<file path="config.mk">
export PLATFORM = sky130hd
export DESIGN_NAME = kyber_uop_dispatch
export DESIGN_NICKNAME = d
export VERILOG_FILES = /design/src/rtl/kyber_uop_dispatch.sv
export SDC_FILE = /design/constraint.sdc
export NUM_CORES = 1
export LEC_CHECK = 0
export CORE_ASPECT_RATIO = 0.7
export CORE_MARGIN = 4
export CORE_UTILIZATION = 54
export CTS_CLUSTER_SIZE = 20
export DETAILED_ROUTE_END_ITERATION = 6
export PLACE_DENSITY = 0.91
export SLEW_MARGIN = 20
export SYNTH_ARGS = -nofsm -noshare
export SYNTH_HDL_FRONTEND = slang
export SYNTH_SLANG_ARGS = --single-unit
</file>
<file path="constraint.sdc">
create_clock -name clk -period 7.6 [get_ports clk]
set_input_delay 1.14 -clock clk [delete_from_list [all_inputs] [get_ports clk]]
set_output_delay 1.14 -clock clk [all_outputs]
set_load 0.02 [all_outputs]
</file>
<file path="src/rtl/kyber_uop_dispatch.sv">
// Micro-op dispatcher: accepts one command at a time, launches the mapped execution unit
// and returns a single cmd_done per accepted command, with sticky error reporting.
module kyber_uop_dispatch #(
    parameter logic [15:0] TIMEOUT_CYCLES = 16'd65535
) (
    input  logic       clk,
    input  logic       rst,
    input  logic [3:0] cmd_op,
    input  logic [4:0] cmd_slot_a,
    input  logic [4:0] cmd_slot_b,
    input  logic [3:0] cmd_param,
    input  logic       cmd_start,
    output logic       cmd_done,
    output logic       busy,
    output logic [5:0] unit_start,
    input  logic [5:0] unit_done,
    output logic [3:0] unit_op,
    output logic [4:0] unit_slot_a,
    output logic [4:0] unit_slot_b,
    output logic [3:0] unit_param,
    output logic       err_illegal,
    output logic       err_timeout,
    output logic       err_overrun,
    input  logic       err_clr
);

    typedef enum logic [1:0] {StIdle, StWait, StResp} state_t;

    state_t      state_q, state_d;
    logic [15:0] cnt_q, cnt_d, cnt_inc;
    logic [5:0]  sel_q, sel_d;
    logic [5:0]  start_q, start_d;
    logic        done_q, done_d;
    logic [3:0]  op_q, op_d;
    logic [4:0]  slot_a_q, slot_a_d;
    logic [4:0]  slot_b_q, slot_b_d;
    logic [3:0]  param_q, param_d;
    logic        ill_q, ill_d;
    logic        tmo_q, tmo_d;
    logic        ovr_q, ovr_d;
    logic        ill_set, tmo_set, ovr_set;
    logic [5:0]  dec_onehot;
    logic        dec_illegal;
    logic        done_hit;

    always_comb begin
        dec_onehot  = 6'b000000;
        dec_illegal = 1'b0;
        case (cmd_op)
            4'd1, 4'd2, 4'd4, 4'd5, 4'd6: dec_onehot = 6'b000001;
            4'd3:                         dec_onehot = 6'b000010;
            4'd7:                         dec_onehot = 6'b000100;
            4'd8, 4'd9:                   dec_onehot = 6'b001000;
            4'd10, 4'd11:                 dec_onehot = 6'b010000;
            4'd12:                        dec_onehot = 6'b100000;
            4'd0:                         dec_onehot = 6'b000000;
            default:                      dec_illegal = 1'b1;
        endcase
    end

    // Only the launched unit's done bit can complete the command.
    assign done_hit = |(unit_done & sel_q);
    assign cnt_inc  = cnt_q + 16'd1;

    always_comb begin
        state_d  = state_q;
        cnt_d    = cnt_q;
        sel_d    = sel_q;
        start_d  = 6'b000000;
        done_d   = 1'b0;
        op_d     = op_q;
        slot_a_d = slot_a_q;
        slot_b_d = slot_b_q;
        param_d  = param_q;
        ill_set  = 1'b0;
        tmo_set  = 1'b0;
        ovr_set  = 1'b0;
        unique case (state_q)
            StIdle: begin
                if (cmd_start) begin
                    op_d     = cmd_op;
                    slot_a_d = cmd_slot_a;
                    slot_b_d = cmd_slot_b;
                    param_d  = cmd_param;
                    if (dec_onehot != 6'b000000) begin
                        start_d = dec_onehot;
                        sel_d   = dec_onehot;
                        cnt_d   = 16'd0;
                        state_d = StWait;
                    end else begin
                        ill_set = dec_illegal;
                        state_d = StResp;
                    end
                end
            end
            StWait: begin
                ovr_set = cmd_start;
                // Completion returns straight to idle with a registered cmd_done, so the
                // pulse lands one cycle after unit_done and busy is already low with it.
                if (done_hit) begin
                    done_d  = 1'b1;
                    state_d = StIdle;
                end else if ((TIMEOUT_CYCLES != 16'd0) && (cnt_inc == TIMEOUT_CYCLES)) begin
                    tmo_set = 1'b1;
                    done_d  = 1'b1;
                    state_d = StIdle;
                end else begin
                    cnt_d = cnt_inc;
                end
            end
            StResp: begin
                ovr_set = cmd_start;
                done_d  = 1'b1;
                state_d = StIdle;
            end
            default: state_d = StIdle;
        endcase

        // A set event in the same cycle beats err_clr.
        ill_d = ill_set | (ill_q & ~err_clr);
        tmo_d = tmo_set | (tmo_q & ~err_clr);
        ovr_d = ovr_set | (ovr_q & ~err_clr);
    end

    always_ff @(posedge clk or posedge rst) begin
        if (rst) begin
            state_q  <= StIdle;
            cnt_q    <= 16'd0;
            sel_q    <= 6'b000000;
            start_q  <= 6'b000000;
            done_q   <= 1'b0;
            op_q     <= 4'd0;
            slot_a_q <= 5'd0;
            slot_b_q <= 5'd0;
            param_q  <= 4'd0;
            ill_q    <= 1'b0;
            tmo_q    <= 1'b0;
            ovr_q    <= 1'b0;
        end else begin
            state_q  <= state_d;
            cnt_q    <= cnt_d;
            sel_q    <= sel_d;
            start_q  <= start_d;
            done_q   <= done_d;
            op_q     <= op_d;
            slot_a_q <= slot_a_d;
            slot_b_q <= slot_b_d;
            param_q  <= param_d;
            ill_q    <= ill_d;
            tmo_q    <= tmo_d;
            ovr_q    <= ovr_d;
        end
    end

    assign busy        = (state_q != StIdle);
    assign cmd_done    = done_q;
    assign unit_start  = start_q;
    assign unit_op     = op_q;
    assign unit_slot_a = slot_a_q;
    assign unit_slot_b = slot_b_q;
    assign unit_param  = param_q;
    assign err_illegal = ill_q;
    assign err_timeout = tmo_q;
    assign err_overrun = ovr_q;

endmodule

</file>
* Yosys cells after proc, flatten, opt, wreduce, memory -nomap -nowiden
Index checks and enable logic that the tools add are counted.
** Storage, ports and cells
- Bits in latches :: 0
- Memory bits (read-only) :: 0
- Bits in writable memories :: 0
- Bits in registers :: 52
- Logic and storage cells :: 80
- Bits of input ports :: 28
- Memories :: 0
- Output and inout bits :: 29
** Cells by class
- Equality and inequality tests :: 20
- $lt $le $gt $ge :: 0
- Reductions and logical operators :: 15
- Shifts and indexed selects :: 0
- Div/mod/pow operators :: 0
- Add/subtract/negate cells :: 1
- Bitwise logic cells :: 8
- Multiplexer cells :: 24
- Multipliers :: 0
** Operators by type and width (number)
- two-way mux 16 bit :: 4
- one-hot mux 6 bit (6 select lines) :: 1
- one-hot mux 16 bit (2 select lines) :: 1
- == test 4 bit, second input constant :: 5
- two-way mux 6 bit :: 3
- adder 16 x 1 -> 16 bit, second input constant :: 1
- == test 16 bit, second input constant :: 1
- == test 4 x 3 -> 1 bit, second input constant :: 4
- OR reduction 13 bit :: 1
- two-way mux 1 bit :: 9
- == test 4 x 2 -> 1 bit, second input constant :: 2
- two-way mux 2 bit :: 4
- inequality test 2 bit, second input constant :: 4
- AND 6 bit :: 1
- nonzero test 6 bit :: 1
- OR reduction 2 bit :: 3
- OR reduction 6 bit :: 1
- AND reduction 5 bit :: 1
- OR reduction 5 bit :: 1
- == test 4 x 1 -> 1 bit, second input constant :: 1
- logical NOT 4 bit :: 1
- one-hot mux 2 bit (2 select lines) :: 1
- AND reduction 2 bit :: 2
- nonzero test 2 bit :: 2
- other kinds (9) :: 13

* Depth between registers and ports, before layout
- Depth in word-level cells :: 8
- Mapped depth :: 9
- Depth with buffers taken out :: 9

* Least setup slack after synthesis
Ideal clock, no wire load.
- Kind :: input to register
- From :: input port cmd_op[1]
- To :: register cnt_q[14]
- Stages :: 8
- Data arrival time :: 2.889 ns
- Path slack :: 4.601 ns
- Cells stage by stage :: clkbuf_1 > o211a_1 > or3_1 > buf_2 > a21oi_1 > o21ai_4 > buf_2 > o41ai_1
** On the way
- Longest elaborated chain between the ends :: 6
- Elaborated cells on any way between the ends :: 19
- Classes of those cells :: eq/ne (13); mux (1); reduce/logical (5)
** RTL lines
- from (decl) :: line 8 : input logic [3:0] cmd_op,
- == test 4 x 1 -> 1 bit (tied with other cells) :: line 49 : case (cmd_op)
- OR reduction 5 bit or OR reduction 2 bit (tied branches)
- one-hot mux 6 bit (6 select lines) * :: line 49
- nonzero test 6 bit * :: line 85 : if (dec_onehot != 6'b000000) begin
- inequality test 2 bit (no line) *
- AND reduction 5 bit (no line) *
- to (signal assigned) :: line 141 : cnt_q <= cnt_d;
- to (decl) :: line 30 : logic [15:0] cnt_q, cnt_d, cnt_inc;
Every way passes the cells marked *; elsewhere a longest branch is shown, timed or not.
A chain may end at the register's enable or synchronous reset.

* Final worst setup path
- From :: input port cmd_op[1]
- To :: register cnt_q[10]
Same word-level chain as after synthesis.

==> flow_summary.yaml <==
synth:
  ys_ff_latch: 52
  yosysSeqAreaShare: 0.495
  synth_warnings: 0
  synth-edff-count: 0
  ys.flop_type: "dfrtp_1"
  syn_area_per_cell_sq_um: 10.5
  syn_nets: 283
  netlist_area_sq_mm: 0.00263
  ys_types: 54
  async_flop_share: 1.00
  synth_cells: 250
global_route:
  antenna_found_initial: 0
  grt_usage: 0.224
  grt_max_degree: 53
  grt-ovfl-total: 0
  grt_pass1_vias: 2167
  grt_first_pass_wirelength_um: 10600
layout:
  syn_to_final_growth_pct: 25.2
  num-fill-cells: 321
  nets: 333
  final_common_cell: "clkdlybuf4s50_1"
  fin_cells: 356
  multiInputGateArea_sq_mm: 0.00123
  diodes: 0
  mostFrequentLayoutCells: "56 x clkdlybuf4s50_1, 52 x dfrtp_1, 24 x nand2_1, 17 x mux2_2"
  drive_above_1_share: 0.110
  seqCellArea_sq_mm: 0.00130
  post-route-util: 0.730
  fin_area_sq_mm: 0.00329
clock_network:
  cts_resized: 0
  cts_max_path_buffers: 2
  cts_tree: "done"
  clkTransAtPathRegs_ns: 0.09
  htree_levels: 2
  cts-root-buf: "clkbuf_8"
  clk_latency_ns: 0.30
  postCtsSetupBuffers: 0
  cts_hold_buf: 0
  clock_sinks: 52
  cts_inserted_buffers: 5
drt:
  wl_met3_um: 494
  drtIter0Drc: 209
  dr.pass1.iters: 5
  wirelength_um: 6410
  drtAntennaViolNets: 0
  avgRoutedWirePerCell_um: 18.0
  avgViaCountPerCell: 6.10
  dr_wl_met2_um: 3020
  vias: 2171
  remaining_drc_errors: 0
  drt-met1-wl_um: 2810
  highest_layer: "met4"
placement:
  port_buffers: 56
  gp_congestion: 0.935
  post-dp-hpwl_um: 4790
  place_area_sq_mm: 0.00320
  dp_worst_setup_slack_ns: 3.96
  dp.cells: 348
power:
  internal_power_mw: 0.609
  switching_share: 0.379
  p_leak_nw: 1.37
  power_density_mw_per_mm2: 298
  p_clk_frac: 0.160
  pwr-share-comb: 0.435
  power_frac_seq: 0.406
  finalPower_mw: 0.981
  switching_power_mw: 0.372
  vdd_ir_drop_max_v: 0.000270
timing:
  fmax_mhz: 294
  period_share: 0.448
  hold_viol: 0
  finalSetupViolCount: 0
  min_period_ns: 3.40
  tns_ns: 0
  whs_ns: 0.487
  rsz0062_at_grt: "no"
  worst_pin_slew_ns: 0.868
  fin_ws_ns: 4.20
  finalClockSkew_ns: 0.00721
  max_slew_margin: 0.421
  finalMaxSlewViolations: 0
min_path:
  min_path_cells: 1
  hp-class: "register to register"
  hold_end: "sel_q[4]"
  hold_start: "sel_q[4]"
worst_setup_path:
  r2r_slack_ns: 4.58
  r2r_end: "cnt_q[8]"
  required_ns: 7.80
  cp.arrival_ns: 3.61
  r2r_cells: 8
  path_class: "input pin to register"
  timing.rr.start: "cnt_q[0]"
  cp-start-kind: "input pin"
  worstPathMaxFanout: 11
  critPathCaptureType: "register"
floorplan:
  dieHeight_um: 66.4
  rows: 20
  ios: 57
  initial_utilization: 0.583
  die_width_um: 91.4
  coreArea_sq_mm: 0.00450
  dieArea_sq_mm: 0.00606
status:
  status: "complete, no violations"
run:
  drv_cap: 0
power groups by stage:
stage	logic (mW)	registers, mW	clock network (mW)
floorplan	0.183	0.459	0
global placement	0.412	0.395	0
detailed placement	0.426	0.403	0
CTS	0.429	0.398	0.159
global route	0.457	0.408	0.170
finish	0.426	0.398	0.157
worst max-delay path: stages:
cell and delay (ns):
clkdlybuf4s50_1 0.55, o211a_1 0.28, or3_1 0.53, o21ai_0 0.32
o211ai_2 0.35, o21a_1 0.27, a21o_1 0.17
layer usage:
| metal | vias up | global-route usage |
|---|---|---|
| met5 | - | 0 |
| met4 | 0 | 0.0658 |
| met3 | 13 | 0.0478 |
| met2 | 115 | 0.371 |
| met1 | 1025 | 0.297 |
| li1 | 1018 | - |
flip-flops by register name, summed over array words and instances, names as in the netlist:
name / flops
cnt_q: 16
state_q: 2
unit_start: 6
unit_param: 4
err_timeout: 1
cmd_done: 1
unit_slot_b: 5
err_illegal: 1
unit_op: 4
unit_slot_a: 5
sel_q: 6
err_overrun: 1
cell type report:
cell class              instances  share of cell area
clock inverters                 2             0.00494
multi-input cells             174               0.373
well taps                      55              0.0209
inverters                      11              0.0129
flip-flops and latches         52               0.396
clock buffers                   6              0.0221
repair buffers                 56               0.170
synth_stat cells (2+ instances only):
library cell / n / area (sq um)
a21oi_1: 3 / 15.0
nor4_1: 5 / 31.3
dfrtp_1: 52 / 1300
clkbuf_2: 2 / 10.0
inv_1: 11 / 41.3
a211o_1: 4 / 35.0
clkbuf_1: 6 / 22.5
mux2_2: 17 / 191
or4_1: 3 / 22.5
o21a_1: 2 / 15.0
nand2_1: 24 / 90.1
nor4b_1: 2 / 17.5
nor3_1: 9 / 45.0
a22oi_1: 3 / 22.5
nor2_1: 10 / 37.5
nor2b_1: 2 / 12.5
buf_2: 5 / 25.0
a21o_1: 7 / 52.6
nand4_1: 4 / 25.0
nand3_1: 11 / 55.1
o2bb2ai_1: 2 / 17.5
o22ai_1: 3 / 18.8
o21ai_0: 11 / 55.1
ha_1: 5 / 62.6
o31ai_1: 6 / 45.0
o211ai_1: 7 / 52.6
and3_1: 5 / 31.3
nand2b_1: 3 / 18.8
worst max path at each step:
stage,startpoint,end,slack (ns),depth (start not counted)
after global routing,cmd_op[1],cnt_q[10],4.06,7
after global placement,cmd_op[1],cnt_q[10],4.07,7
after CTS,cmd_op[1],cnt_q[10],4.28,7
after floorplan,cmd_op[1],cnt_q[14],4.60,8
after detailed placement,cmd_op[1],cnt_q[10],3.96,7
final,cmd_op[1],cnt_q[10],4.20,7
kinds of logic (layout without fill, tap and decap cells):
family,after synthesis,count (layout),share of synthesized area
buffers and inverters,24,75,0.0376
XOR/XNOR,1,1,0.00333
flip-flops,52,52,0.495
AO/OA/AOI/OAI,60,60,0.171
AND/OR/NAND/NOR,91,91,0.196
multiplexers,17,17,0.0729
adder cells (fa/ha/maj),5,5,0.0238
No activity file was read; power rests on OpenSTA's default activity.
